--- config.mk ---
export PLATFORM = sky130hd
export DESIGN_NAME = multicycle_control
export DESIGN_NICKNAME = d
export VERILOG_FILES = /design/src/rtl/mc_ctrl_pkg.sv /design/src/rtl/mc_ctrl_outdec.sv /design/src/rtl/multicycle_control.sv
export SDC_FILE = /design/constraint.sdc
export NUM_CORES = 1
export LEC_CHECK = 0
export BUFFER_PORTS_ARGS = -buffer_cell sky130_fd_sc_hd__buf_2
export CAP_MARGIN = 20
export CORE_AREA = 2 2 39 41
export CTS_BUF_LIST = sky130_fd_sc_hd__clkbuf_4
export DETAILED_ROUTE_END_ITERATION = 16
export DIE_AREA = 0 0 41 43
export GPL_ROUTABILITY_DRIVEN = 0
export PLACE_DENSITY = 0.73
export SYNTH_ARGS = -nofsm -noshare
export SYNTH_HDL_FRONTEND = slang
export SYNTH_SLANG_ARGS = --single-unit
--- constraint.sdc ---
create_clock -name clk -period 2.8 [get_ports clk]
set_input_delay 0.42 -clock clk [delete_from_list [all_inputs] [get_ports clk]]
set_output_delay 0.42 -clock clk [all_outputs]
set_load 0.01 [all_outputs]
--- src/rtl/mc_ctrl_pkg.sv ---
// Shared types and constants for the multicycle RV32I control FSM.
// Included by multicycle_control and mc_ctrl_outdec.
package mc_ctrl_pkg;

   typedef enum logic [3:0] {
      FETCH,
      DECODE,
      MEMADR,
      MEMREAD,
      MEMWRITE,
      MEMWB,
      EXECUTER,
      EXECUTEI,
      ALUWB,
      BEQ,
      JAL
   } state_t;

   localparam logic [6:0] OP_LW    = 7'b0000011;
   localparam logic [6:0] OP_SW    = 7'b0100011;
   localparam logic [6:0] OP_RTYPE = 7'b0110011;
   localparam logic [6:0] OP_IALU  = 7'b0010011;
   localparam logic [6:0] OP_BEQ   = 7'b1100011;
   localparam logic [6:0] OP_JAL   = 7'b1101111;

   localparam logic [1:0] ALUOP_ADD   = 2'b00;
   localparam logic [1:0] ALUOP_SUB   = 2'b01;
   localparam logic [1:0] ALUOP_FUNCT = 2'b10;

   localparam logic [1:0] SRCA_PC    = 2'b00;
   localparam logic [1:0] SRCA_OLDPC = 2'b01;
   localparam logic [1:0] SRCA_RS1   = 2'b10;

   localparam logic [1:0] SRCB_RS2  = 2'b00;
   localparam logic [1:0] SRCB_IMM  = 2'b01;
   localparam logic [1:0] SRCB_FOUR = 2'b10;

   localparam logic [1:0] RES_ALUOUT    = 2'b00;
   localparam logic [1:0] RES_MEMDATA   = 2'b01;
   localparam logic [1:0] RES_ALURESULT = 2'b10;

   localparam logic ADR_PC     = 1'b0;
   localparam logic ADR_RESULT = 1'b1;

endpackage

--- src/rtl/mc_ctrl_outdec.sv ---
// Moore output decoder for the multicycle control FSM (state, mem_ready, zero -> datapath controls).
// Optional JAL state outputs are built only when MC_CTRL_JAL_EN is defined.
module mc_ctrl_outdec
   import mc_ctrl_pkg::*;
(
   input  logic [3:0] i_state,
   input  logic       i_memReady,
   input  logic       i_zero,
   output logic [1:0] o_aluOp,
   output logic [1:0] o_aluSrcA,
   output logic [1:0] o_aluSrcB,
   output logic [1:0] o_resultSrc,
   output logic       o_adrSrc,
   output logic       o_memRead,
   output logic       o_memWrite,
   output logic       o_irWrite,
   output logic       o_pcWrite,
   output logic       o_regWrite
);

   // Every control defaults to its inactive/zero encoding; each state raises only what it needs.
   always_comb begin
      o_aluOp     = ALUOP_ADD;
      o_aluSrcA   = SRCA_PC;
      o_aluSrcB   = SRCB_RS2;
      o_resultSrc = RES_ALUOUT;
      o_adrSrc    = ADR_PC;
      o_memRead   = 1'b0;
      o_memWrite  = 1'b0;
      o_irWrite   = 1'b0;
      o_pcWrite   = 1'b0;
      o_regWrite  = 1'b0;
      case (state_t'(i_state))
         FETCH: begin
            o_memRead   = 1'b1;
            o_aluSrcB   = SRCB_FOUR;
            o_resultSrc = RES_ALURESULT;
            o_irWrite   = i_memReady;
            o_pcWrite   = i_memReady;
         end
         DECODE: begin
            o_aluSrcA = SRCA_OLDPC;
            o_aluSrcB = SRCB_IMM;
         end
         MEMADR: begin
            o_aluSrcA = SRCA_RS1;
            o_aluSrcB = SRCB_IMM;
         end
         MEMREAD: begin
            o_adrSrc  = ADR_RESULT;
            o_memRead = 1'b1;
         end
         MEMWRITE: begin
            o_adrSrc   = ADR_RESULT;
            o_memWrite = 1'b1;
         end
         MEMWB: begin
            o_resultSrc = RES_MEMDATA;
            o_regWrite  = 1'b1;
         end
         EXECUTER: begin
            o_aluSrcA = SRCA_RS1;
            o_aluOp   = ALUOP_FUNCT;
         end
         EXECUTEI: begin
            o_aluSrcA = SRCA_RS1;
            o_aluSrcB = SRCB_IMM;
            o_aluOp   = ALUOP_FUNCT;
         end
         ALUWB: begin
            o_regWrite = 1'b1;
         end
         BEQ: begin
            o_aluSrcA = SRCA_RS1;
            o_aluOp   = ALUOP_SUB;
            o_pcWrite = i_zero;
         end
`ifdef MC_CTRL_JAL_EN
         // ALUOut already holds the jump target computed in DECODE.
         JAL: begin
            o_aluSrcA = SRCA_OLDPC;
            o_aluSrcB = SRCB_FOUR;
            o_pcWrite = 1'b1;
         end
`endif
         default: begin
         end
      endcase
   end

endmodule

--- src/rtl/multicycle_control.sv ---
// Main control FSM for the multicycle RV32I core: state register, next-state logic, reset gating.
// Define MC_CTRL_JAL_EN to build the JAL state; otherwise opcode 1101111 decodes as illegal.
module multicycle_control
   import mc_ctrl_pkg::*;
(
   input  logic       clk,
   input  logic       rst_n,
   input  logic [6:0] opcode,
   input  logic       zero,
   input  logic       mem_ready,
   output logic [1:0] ALUOp,
   output logic [1:0] alu_src_a,
   output logic [1:0] alu_src_b,
   output logic [1:0] result_src,
   output logic       adr_src,
   output logic       mem_read,
   output logic       mem_write,
   output logic       ir_write,
   output logic       pc_write,
   output logic       reg_write,
   output logic       illegal_instr,
   output logic       instr_done
);

   state_t     r_state;
   state_t     w_nextState;
   logic       w_illegal;
   logic [1:0] w_aluOp, w_aluSrcA, w_aluSrcB, w_resultSrc;
   logic       w_adrSrc, w_memRead, w_memWrite, w_irWrite, w_pcWrite, w_regWrite;

   // State register; reset is synchronous and returns to FETCH from anywhere.
   always_ff @(posedge clk) begin
      if (!rst_n) r_state <= FETCH;
      else        r_state <= w_nextState;
   end

   // Next-state logic; memory states hold until mem_ready, DECODE dispatches on the opcode.
   always_comb begin
      w_nextState = r_state;
      w_illegal   = 1'b0;
      case (r_state)
         FETCH:    if (mem_ready) w_nextState = DECODE;
         DECODE: begin
            case (opcode)
               OP_LW, OP_SW: w_nextState = MEMADR;
               OP_RTYPE:     w_nextState = EXECUTER;
               OP_IALU:      w_nextState = EXECUTEI;
               OP_BEQ:       w_nextState = BEQ;
`ifdef MC_CTRL_JAL_EN
               OP_JAL:       w_nextState = JAL;
`endif
               default: begin
                  w_nextState = FETCH;
                  w_illegal   = 1'b1;
               end
            endcase
         end
         MEMADR:   w_nextState = (opcode == OP_LW) ? MEMREAD : MEMWRITE;
         MEMREAD:  if (mem_ready) w_nextState = MEMWB;
         MEMWRITE: if (mem_ready) w_nextState = FETCH;
         EXECUTER: w_nextState = ALUWB;
         EXECUTEI: w_nextState = ALUWB;
`ifdef MC_CTRL_JAL_EN
         JAL:      w_nextState = ALUWB;
`endif
         MEMWB:    w_nextState = FETCH;
         ALUWB:    w_nextState = FETCH;
         BEQ:      w_nextState = FETCH;
         default:  w_nextState = FETCH;
      endcase
   end

   mc_ctrl_outdec u_outdec (
      .i_state     (r_state),
      .i_memReady  (mem_ready),
      .i_zero      (zero),
      .o_aluOp     (w_aluOp),
      .o_aluSrcA   (w_aluSrcA),
      .o_aluSrcB   (w_aluSrcB),
      .o_resultSrc (w_resultSrc),
      .o_adrSrc    (w_adrSrc),
      .o_memRead   (w_memRead),
      .o_memWrite  (w_memWrite),
      .o_irWrite   (w_irWrite),
      .o_pcWrite   (w_pcWrite),
      .o_regWrite  (w_regWrite)
   );

   // Held reset silences every control so the memory sees no request before release.
   assign ALUOp         = rst_n ? w_aluOp     : 2'b00;
   assign alu_src_a     = rst_n ? w_aluSrcA   : 2'b00;
   assign alu_src_b     = rst_n ? w_aluSrcB   : 2'b00;
   assign result_src    = rst_n ? w_resultSrc : 2'b00;
   assign adr_src       = rst_n & w_adrSrc;
   assign mem_read      = rst_n & w_memRead;
   assign mem_write     = rst_n & w_memWrite;
   assign ir_write      = rst_n & w_irWrite;
   assign pc_write      = rst_n & w_pcWrite;
   assign reg_write     = rst_n & w_regWrite;
   assign illegal_instr = rst_n & w_illegal;
   // Waiting in FETCH is not the tail of an instruction, so it never flags completion.
   assign instr_done    = rst_n & (r_state != FETCH) & (w_nextState == FETCH);

endmodule

==> impl_results.md <==
* Run status: completed
* Clock Skew at 1.56 ps
* Initial cell density of the core at 39.9%
* Number of clock sinks at 4
* Drt first pass iters at 4
* Mean number of vias per cell at 5.39
* Endpoint kind of the worst setup timing path: primary output
* Hold wc startpoint: rst_n
* Biggest area contributors in the synthesized netlist: dfxtp_1 (15%), and2_1 (6.8%), nand2_1 (6.1%), nor4b_2 (5.4%), nor2_1 (4.8%)
* Count of antenna-violating nets left after detailed routing at 0
* Worst reg2reg path depth at 4
* Overflow left after global routing at 0
* Minimum setup slack among reg-to-reg paths at 1150 ps
* Yosys warns at 0
* Register area share after synthesis at 14.5%
* Synth Area per Inst at 7.26 sq um
* Number of stages on the worst hold path at 2
* Post-route fraction of the period consumed by the critical path at 83.6%
* Area growth syn-to-layout at 23.4%
* Number of max-capacitance violations reported at 0
* Classification of the worst setup path: register to primary output
* Seq cells post-synth at 4
* Utilization after layout at 49.2%
* Post-cts gate resize count at 0
* Top flop regs: r_state (4)
* Total wire length after detailed routing at 1290 microns
* Final Worst Setup Slack at 458 ps
* Cell Pwr Density at 260 nW/um^2
* Slew at the pin closest to its max-slew limit at 518 ps
* Worst-case hold path end point: r_state[0]
* Post-route DRC at 0
* Cell type with the largest total area after synthesis: dfxtp_1
* Row count at 14
* Data required time at the worst endpoint at 2380 ps
* Leak at 0.357 nW
* Main synth FF type: dfxtp_1
* Shortest clock period the worst path allows after layout at 2340 ps
* Post-synth EDFFs at 0
* Global-route wire length before repair at 2190 microns
* Clock Tree Buf Depth at 2
* Flip-flop count of the largest register, all copies and words added at 4
* Number of buffers inserted by post-CTS setup repair at 0
* Netlist Area Pre-Place at 552 sq um
* Worst path arrival time at 1920 ps
* Setup repair after global routing missed its margin: false
* Pre-CTS setup slack at 723 ps
* Clock latency of the later-clocked register in the worst-skew pair at 230 ps
* CTS Buf Count at 3
* Die Height at 43 microns
* Number of slew-limit violations in the final report at 0
* FFs w/ async S/R, synth at 0%
* Total of buffers placed on input and output ports at 26
* Largest Register: r_state
* Top post-synthesis cells by count: nand2_1 (9), nor2_1 (7), and2_1 (6), dfxtp_1 (4), nor3_1 (4)
* Most numerous cell in the Yosys netlist: nand2_1
* Max Clock Freq at 427 MHz
* Global routing usage summed across all routing layers at 17.1%
* Number of hold-repair buffers added at the cts stage at 0
* Antenna violations before repair at 0
* Root Buffer: clkbuf_4
* Area post-placement at 658 sq um
* Type of origin of the critical path: register
* Reg2Reg Launch Point: r_state[0]
* Count of boundary I/O pins at 27
* Total number of vias at 620
* Count of unique library cells instantiated by Yosys at 41
* TritonCTS clock tree: done
* Setup TNS after final layout at 0 ps
* Wire length per cell at 11.2 microns
* Starting DRC count in detailed routing at 18
* Terminus of the critical flop-to-flop path: r_state[2]
* Largest net degree at the start of global routing at 17
* Estimated wirelength of the detail-placed design at 975 microns
* Number of global-route vias before repair at 524
* Final Hold Viols at 0
* Core area at 1380 sq um
* Kind of path behind the tightest hold check: input port to register
* H-Tree Depth at 1
* Design area at 681 sq um
* Post-synthesis net count at 87
* Worst IR drop on VDD at 0.000129 V
* Synthesized instance count at 76
* Antenna Diode Count at 0
* Final net count at 112
* Floorplan die area at 1760 sq um
* Clock-pin slew of the registers on the worst-case setup and hold paths at 30 ps
* Slew HR at 65.4%
* Die outline width at 41 microns
* Fraction of layout instances using a drive strength above 1 at 34.3%
* Final setup violating endpoints at 0
* Highest net fanout along the worst path at 16
* Yosys top cell area share at 14.5%
routing by layer:
| metal | up-vias | track usage, % | share of wire [%] |
|---|---|---|---|
| li1 | 324 | - | - |
| met3 | 0 | 1.57 | 4.4 |
| met2 | 16 | 25.0 | 52 |
| met4 | 0 | 8.00 | 0 |
| met1 | 280 | 24.3 | 44 |
| met5 | - | 0 | 0 |
logic make-up after synthesis:
| group | Yosys count | share of synthesized area (%) |
|---|---|---|
| xor+xnor | 1 | 1.59 |
| compound gates | 17 | 23.1 |
| buf+inv | 9 | 9.98 |
| flops | 4 | 14.5 |
| simple gates | 45 | 50.8 |
stage by stage:
step / power (W) / cells / hold WS [ps]
2_1_floorplan: 0.0000912 / 76 / 670
3_3_place_gp: 0.000107 / 112 / 764
3_5_place_dp: 0.000108 / 112 / 762
4_1_cts: 0.000182 / 115 / 514
5_1_grt: 0.000195 / 115 / 537
6_report: 0.000177 / 115 / 528
cell type report:
| cell class | count | area [sq um] |
|---|---|---|
| flip-flops and latches | 4 | 80.1 |
| well taps | 16 | 20.0 |
| clock buffers | 3 | 22.5 |
| repair buffers | 26 | 130 |
| multi-input cells | 63 | 417 |
| inverters | 3 | 11.3 |
| fillers | 144 | 703 |
worst max path at each step:
stage                          start          to  slack [ps]  depth (start not counted)
after CTS                 r_state[2]  instr_done         460                          5
after floorplan            opcode[2]  instr_done         930                          4
final                     r_state[2]  instr_done         460                          5
after detailed placement   opcode[2]  instr_done         720                          6
after global placement    r_state[0]  instr_done         720                          5
after global routing      r_state[0]  instr_done         240                          5
critical path, cell delays in order, from the launching register on:
cell and delay (ps):
dfxtp_1 630, nor4b_2 150, a22o_2 290, a21o_1 190
nor4_2 250, buf_2 160
layout by cell type (no fill, tap or decap), drive strengths merged, types with 2 or more instances in the layout:
cell type	instances
buf	26
a21o	2
nor2	7
inv	3
and3	2
o21ai	2
clkbuf	3
nand3	2
nor4	2
nor4b	2
nand2b	2
nor2b	2
dfxtp	4
nand2	9
nor3	4
and2	6
a21oi	2
a21boi	2
power breakdown:
| group | switching [W] | total [W] | internal, W |
|---|---|---|---|
| Sequential | 0.00000396 | 0.0000623 | 0.0000584 |
| Combinational | 0.0000234 | 0.0000451 | 0.0000217 |
| Clock | 0.0000216 | 0.0000694 | 0.0000478 |
| Total | 0.0000489 | 0.000177 | 0.000128 |
Power figures use the tool's default switching activity.
